## config.mk

```make
export PLATFORM = sky130hd
export DESIGN_NAME = pmem_arbiter
export DESIGN_NICKNAME = d
export VERILOG_FILES = /design/src/rtl/pmem_arbiter.sv
export SDC_FILE = /design/constraint.sdc
export NUM_CORES = 1
export LEC_CHECK = 0
export ABC_CLOCK_PERIOD_IN_PS = 1200
export BUFFER_PORTS_ARGS = -buffer_cell sky130_fd_sc_hd__buf_2
export CELL_PAD_IN_SITES_DETAIL_PLACEMENT = 1
export CELL_PAD_IN_SITES_GLOBAL_PLACEMENT = 2
export CORE_AREA = 2 2 275 277
export DETAILED_ROUTE_END_ITERATION = 8
export DIE_AREA = 0 0 277 279
export PLACE_DENSITY_LB_ADDON = 0.1
export SLEW_MARGIN = 5
export SYNTH_ARGS = -nofsm -noshare
export SYNTH_HDL_FRONTEND = slang
export SYNTH_SLANG_ARGS = --single-unit
```

## constraint.sdc

```tcl
create_clock -name clk -period 1.2 [get_ports clk]
set_input_delay 0.12 -clock clk [delete_from_list [all_inputs] [get_ports clk]]
set_output_delay 0.12 -clock clk [all_outputs]
set_load 0.02 [all_outputs]
```

## src/rtl/pmem_arbiter.sv

```systemverilog
// ---------------------------------------------------------------------------
// pmem_arbiter
//
// Shares one physical-memory port between NUM_CH requesting channels. One
// transaction is outstanding at a time. A two-state FSM (IDLE/BUSY) picks a
// winner in IDLE, latches its op/address/data, and drives the memory request
// from those registers while BUSY. The channels are arbitrated round-robin or
// by fixed priority (channel 0 highest).
//
// Parameters
//   NUM_CH      number of requesting channels (2..8)
//   ADDR_WIDTH  physical address width
//   LINE_WIDTH  line data width
//   FIXED_PRIO  0 = round-robin, 1 = fixed priority
//
// Ports
//   clk, rst_n           clock and synchronous active-low reset
//   ch_read / ch_write   per-channel level requests, held until ch_resp
//   ch_address/ch_wdata  flattened per-channel address / write data
//   ch_resp              one-hot completion pulse to the granted channel
//   ch_rdata             memory read data broadcast to all channels
//   pmem_*               memory-side request / response
//   grant_id             index of the channel owning memory
//   busy                 high while a transaction is outstanding
// ---------------------------------------------------------------------------
module pmem_arbiter #(
    parameter int NUM_CH     = 2,
    parameter int ADDR_WIDTH = 16,
    parameter int LINE_WIDTH = 128,
    parameter int FIXED_PRIO = 0
) (
    input  logic                           clk,
    input  logic                           rst_n,
    input  logic [NUM_CH-1:0]              ch_read,
    input  logic [NUM_CH-1:0]              ch_write,
    input  logic [NUM_CH*ADDR_WIDTH-1:0]   ch_address,
    input  logic [NUM_CH*LINE_WIDTH-1:0]   ch_wdata,
    output logic [NUM_CH-1:0]              ch_resp,
    output logic [LINE_WIDTH-1:0]          ch_rdata,
    output logic                           pmem_read,
    output logic                           pmem_write,
    output logic [ADDR_WIDTH-1:0]          pmem_address,
    output logic [LINE_WIDTH-1:0]          pmem_wdata,
    input  logic                           pmem_resp,
    input  logic [LINE_WIDTH-1:0]          pmem_rdata,
    output logic [$clog2(NUM_CH)-1:0]      grant_id,
    output logic                           busy
);

    localparam int ID_W = $clog2(NUM_CH);

    typedef enum logic {
        IDLE = 1'b0,
        BUSY = 1'b1
    } state_t;

    state_t              state;
    logic [ID_W-1:0]     rr_ptr;
    logic [NUM_CH-1:0]   req;
    logic                win_valid;
    logic [ID_W-1:0]     win_id;
    logic                sel_write;
    logic [ADDR_WIDTH-1:0] sel_addr;
    logic [LINE_WIDTH-1:0] sel_wdata;

    assign req = ch_read | ch_write;

    // Winner selection. Round-robin walks outward from rr_ptr+1 so the last
    // granted channel has lowest priority; the nested loop keeps every vector
    // index a compile-time constant after unrolling.
    always_comb begin
        win_valid = 1'b0;
        win_id    = '0;
        if (FIXED_PRIO != 0) begin
            for (int i = NUM_CH - 1; i >= 0; i--) begin
                if (req[i]) begin
                    win_valid = 1'b1;
                    win_id    = ID_W'(i);
                end
            end
        end else begin
            for (int k = 1; k <= NUM_CH; k++) begin
                for (int j = 0; j < NUM_CH; j++) begin
                    if (!win_valid && req[j] &&
                        (j == ((int'(rr_ptr) + k) % NUM_CH))) begin
                        win_valid = 1'b1;
                        win_id    = ID_W'(j);
                    end
                end
            end
        end
    end

    // Mux the winning channel's op, address and data. A channel raising both
    // read and write is treated as a write.
    always_comb begin
        sel_write = 1'b0;
        sel_addr  = '0;
        sel_wdata = '0;
        for (int j = 0; j < NUM_CH; j++) begin
            if (win_id == ID_W'(j)) begin
                sel_write = ch_write[j];
                sel_addr  = ch_address[j*ADDR_WIDTH +: ADDR_WIDTH];
                sel_wdata = ch_wdata[j*LINE_WIDTH +: LINE_WIDTH];
            end
        end
    end

    // Main FSM. All memory-side outputs are registered at grant time and held
    // through BUSY, so channel inputs moving mid-transaction have no effect.
    always_ff @(posedge clk) begin
        if (!rst_n) begin
            state        <= IDLE;
            pmem_read    <= 1'b0;
            pmem_write   <= 1'b0;
            busy         <= 1'b0;
            grant_id     <= '0;
            pmem_address <= '0;
            pmem_wdata   <= '0;
            rr_ptr       <= ID_W'(NUM_CH - 1);
        end else begin
            case (state)
                IDLE: begin
                    if (win_valid) begin
                        state        <= BUSY;
                        busy         <= 1'b1;
                        grant_id     <= win_id;
                        rr_ptr       <= win_id;
                        pmem_address <= sel_addr;
                        pmem_wdata   <= sel_wdata;
                        pmem_write   <= sel_write;
                        pmem_read    <= ~sel_write;
                    end
                end
                BUSY: begin
                    if (pmem_resp) begin
                        state      <= IDLE;
                        busy       <= 1'b0;
                        pmem_read  <= 1'b0;
                        pmem_write <= 1'b0;
                    end
                end
                default: begin
                    state <= IDLE;
                end
            endcase
        end
    end

    // Completion is combinational from pmem_resp so the channel sees it in the
    // same cycle; a response arriving in IDLE (e.g. after a reset) is dropped.
    always_comb begin
        ch_resp = '0;
        for (int j = 0; j < NUM_CH; j++) begin
            ch_resp[j] = (state == BUSY) && pmem_resp && (grant_id == ID_W'(j));
        end
    end

    assign ch_rdata = pmem_rdata;

endmodule

```

Yosys cells after proc, flatten, opt, wreduce, memory -nomap -nowiden:

Index checks and enable logic that the tools add are counted.

* logic and storage cells: 57
* output and inout port bits: 278
* register bits: 150
* input port bits: 423

* reductions and logical operators: 17
* equality and inequality tests: 4
* bitwise operators: 6
* muxes and demuxes: 20
* add/sub/neg operators: 2

Operators by type and width (number)
* 128-bit 2-to-1 mux: 1
* 32-bit logical NOT: 2
* 16-bit 2-to-1 mux: 1
* 1-bit 2-to-1 mux: 14
* 1-bit logical AND: 10
* 1-bit case mux with 2 select lines: 4
* 2-bit equality test, first input constant: 2
* 2-bit inequality test, second input constant: 2
* 2-bit AND reduction: 2
* 1-bit logical NOT: 3
* 1-bit NOT: 3
* 1-bit adder, second input constant: 2
* 1-bit bitwise AND, first input constant: 2
* 2-bit OR: 1

Logic depth before layout (Yosys ltp):

* depth after elaboration: 21
* depth in mapped cells: 7
* mapped depth without buffers: 4

Worst setup path after synthesis:

No wires, ideal clock.

* kind: register -> register
* start: register state
* end: register pmem_wdata[42]
* data required time: 1.126 ns
* buffers on the path: 3
* library setup time: 0.074 ns
* clock period less this slack: 1.278 ns
* slack: -0.078 ns
* cell stages (with the launch flop): 7
* data arrival time: 1.204 ns
* path through: dfxtp_1 clkbuf_1 nor2_2 buf_2 clkbuf_1 o21ai_0 a31oi_1

* longest elaborated chain between the ends: 2

Ends and longest elaborated chain
* start, declared: line 57 `state_t state;`
* start signal, assigned: line 113 `state <= IDLE;`
* start signal, assigned: line 125 `state <= BUSY;`
* start signal, assigned: line 137 `state <= IDLE;`
* 1-bit NOT
* 2-bit AND reduction (no line)
* end signal, assigned: line 130 `pmem_wdata <= sel_wdata;`
* end, declared: line 43 `output logic [LINE_WIDTH-1:0] pmem_wdata,`

No other way between the ends.
A chain may end at the register's enable or synchronous reset.

Worst setup path after layout:

* start: register rr_ptr
* end: register pmem_wdata[93]

* longest elaborated chain between the ends: 18
* elaborated cells on any way between the ends: 27
* classes of those cells: add/sub (2); eq/ne (2); mux (8); bitwise (2); reduce/logical (13)

Ends and longest elaborated chain
* start, declared: line 58 `logic [ID_W-1:0] rr_ptr;`
* start signal, assigned: line 120 `rr_ptr <= ID_W'(NUM_CH - 1);`
* start signal, assigned: line 128 `rr_ptr <= win_id;`
* 1-bit adder: line 85 `(j == ((int'(rr_ptr) + k) % NUM_CH))) begin`
* 1-bit bitwise AND (no line)
* 32-bit logical NOT: line 85
* 1-bit logical AND: line 84 `if (!win_valid && req[j] &&`
* 1-bit 2-to-1 mux: line 84
* 1-bit logical NOT: line 84
* 1-bit logical AND (2 in series): line 84
* 1-bit 2-to-1 mux: line 84
* 1-bit logical NOT: line 84
* 1-bit logical AND (2 in series): line 84
* 1-bit 2-to-1 mux: line 84
* 1-bit logical NOT: line 84
* 1-bit logical AND (2 in series): line 84
* 1-bit 2-to-1 mux: line 84
* 128-bit 2-to-1 mux / 2-bit AND reduction (equally long branches)

Parallel ways exist; a longest one is shown, timed or not.

==> flow_summary.yaml <==
finish:
  drive_gt1_share_pct: 42.9
  area_growth_pct: 120
  final_nets: 2096
  stdcell_area_sq_mm: 0.0160
  antenna_cells: 0
yosys:
  async_reset_ff_share_pct: 0
  yosys.cell_count.top_type: "nand2_1"
  avgSynthCellArea_sq_um: 7.58
  synth_top_cell_by_area: "dfxtp_1"
  syn_inst: 961
  seq_area_frac_synth_pct: 41.2
  netlist_area_sq_mm: 0.00729
  synth_fp_nets: 1384
  ys_top_cells_by_area: "dfxtp_1, nand2_1, buf_4, a31oi_1, o21ai_0"
  synth_cell_types: 23
  synth.top_cell.area_share_pct: 41.2
  ys_seq_elements: 150
  ys.flop_type: "dfxtp_1"
  ys_warn_count: 0
  synth_common_cells: "nand2_1, dfxtp_1, o21ai_0, a31oi_1, buf_4"
  synth-edff-count: 0
placement:
  portBuffers: 444
  dpl.hpwl_um: 31700
  pre_cts_ws_ns: -0.316
  routabilityCongestion: 0.674
  dpl_cell_area_sq_mm: 0.0102
clocking:
  cts_tree: "yes"
  htree_num_levels: 4
  clk_pin_slew_ns: 0.08
  root_buffer: "clkbuf_16"
  cts_buffer_depth: 2
  clk-insertion-delay-late_ns: 0.50
  cts.sinks: 150
  cts_buffers: 17
floorplanning:
  initial_core_util_pct: 9.84
  die_h_um: 279
  fp-row-count: 100
  die_w_um: 277
  ios: 701
  die-area_sq_mm: 0.0773
  core_area_sq_mm: 0.0741
pwr:
  swShare_pct: 35.2
  pwr-share-seq_pct: 32.2
  clkPwrFrac_pct: 30.9
  power.density_mw_per_mm2: 1120
  p_leak_nw: 7.12
  power_switching_mw: 6.34
  p_total_mw: 18.0
  peakVddDrop_mv: 0.976
  p_int_mw: 11.7
  p_comb_share_pct: 36.9
route:
  vias: 9571
  antenna_left: 0
  vias_per_cell: 3.60
  drc: 0
  wl_um: 49800
  first_pass_iters: 4
  wl_per_cell_um: 18.8
  drt_iter0_markers: 241
critical_path:
  start_kind: "register"
  cp_max_fo: 8
  endpoint: "pmem_wdata[93]$_SDFFE_PN0P_"
  startpoint: "rr_ptr$_SDFFE_PN1P_"
  critical_path.endpoint_type: "register"
  r2r_cells: 7
  reg2reg_from: "rr_ptr$_SDFFE_PN1P_"
  crit_type: "register to register"
  r2r_end: "pmem_wdata[93]$_SDFFE_PN0P_"
  required_ns: 1.61
  r2r_slack_ns: -0.22
  crit_arrival_ns: 1.83
sta:
  slew_headroom_pct: 76.6
  max_freq_ghz: 0.704
  finalHoldViolations: 0
  setup_ws_ns: -0.221
  worst_slew_pin_slew_ns: 0.352
  grt_setup_unrepaired: "yes"
  fin_crit_ns: 1.42
  final.period_utilization_pct: 118
  drv_slew: 0
  finClkSkew_ns: 0.0151
  setup_viol: 150
flow_run:
  drv_cap: 0
status:
  outcome: "finished with violations"
  violations: "negative setup slack"
global_route:
  grt_pass1_wl_um: 68200
  overflow: 0
  grt_max_degree: 60
  antenna_found_initial: 0
  grt_pass1_vias: 10370
  grtUsageTotal_pct: 12.0
worst_hold_path:
  hold_path_class: "primary input to register"
==> layout by cell type, fill, tap and decap left out, types with 2 or more instances in the layout <==
master and count:
buf_2 372, dlygate4sd3_1 291, nand2_1 262, a31oi_1 137
dfxtp_1 123, buf_4 105, o21ai_0 85, o21ai_1 48
buf_12 45, clkbuf_16 35, buf_6 33, nand2_2 25
dfxtp_2 23, buf_16 19, o21ai_2 14, buf_8 13
a31oi_4 7, clkbuf_4 5, clkinvlp_4 4, inv_6 4
dfxtp_4 4, nand2b_1 3, a21oi_1 3, clkinv_4 3
nand2_4 2, nor2_4 2, o21ai_4 2, inv_8 2
==> per-layer routing <==
metal,routed length [um],GRT usage (%),vias to the layer above
li1,-,-,4600
met1,21300,14.2,4589
met2,24800,20.5,319
met3,2720,3.71,63
met4,1040,3.86,0
met5,0,0,-
==> cell families (layout without fill, tap and decap cells) <==
kind of cell | count (synthesis) | count (layout) | share of synthesized area, %
buffers and inverters | 210 | 935 | 19.5
DFF | 150 | 150 | 41.2
and+or+nand+nor | 300 | 300 | 16.0
AOI/OAI and AO/OA | 301 | 301 | 23.3
==> worst max-delay path, stage by stage, from the launching register on <==
cell     delay (ns)
dfxtp_4        0.37
o21ai_4        0.08
o21a_4         0.23
buf_12         0.18
buf_12         0.11
buf_12         0.12
nand2_1        0.06
a31oi_1        0.17
==> worst min-delay path by stage <==
stage               startpoint                            to  slack, ns  depth (start not counted)
6_report                 rst_n  pmem_address[2]$_SDFFE_PN0P_       0.02                          3
5_1_grt                  rst_n  pmem_address[2]$_SDFFE_PN0P_       0.01                          3
4_1_cts                  rst_n  pmem_wdata[125]$_SDFFE_PN0P_     0.0004                          3
3_5_place_dp   pmem_rdata[104]                 ch_rdata[104]       0.24                          0
3_3_place_gp   pmem_rdata[104]                 ch_rdata[104]       0.24                          0
2_1_floorplan    ch_wdata[100]  pmem_wdata[100]$_SDFFE_PN0P_       0.27                          2
==> per-stage QoR <==
| stage | std cells | setup TNS (ns) | util [%] | hold WS, ns |
|---|---|---|---|---|
| after floorplan | 961 | 0 | - | 0.272 |
| after CTS | 2616 | -28.27 | 20.1 | 0.000401 |
| final | 2655 | -24.52 | 21.6 | 0.0235 |
| after global placement | 2242 | -31.11 | 13.8 | 0.240 |
| after global routing | 2655 | -36.36 | 21.6 | 0.0116 |
| after detailed placement | 2242 | -34.49 | 13.8 | 0.240 |
==> sequential cells by signal (all words and copies together), names as in the netlist <==
register / flops
state: 1
grant_id: 1
pmem_write: 1
pmem_wdata: 128
busy: 1
pmem_read: 1
rr_ptr: 1
pmem_address: 16
==> area by class of cell <==
type	instances	area (sq um)
Timing Repair Buffer	902	8070
Clock inverter	14	119
Clock buffer	18	429
Multi-Input combinational cell	601	3150
Inverter	1	3.75
Fill cell	8801	58000
Tap cell	969	1210
Sequential cell	150	3050
==> power groups by stage <==
stage,registers [mW],clock network [mW],logic [mW]
floorplan,6.45,0,1.99
global placement,5.87,0,4.23
detailed placement,5.86,0,4.21
CTS,5.77,5.97,6.01
global route,5.88,6.14,7.19
finish,5.81,5.57,6.65
==> timing repair <==
item                       in CTS  in global routing
pin swaps                       8                 29
gates resized for setup       144                197
hold buffers                  289                  2
gates cloned                   20                 20
setup endpoints to repair     161                218
hold endpoints to repair      144                  2
setup buffers                  34                 22
Note: power is estimated with default switching activity, not from simulation.
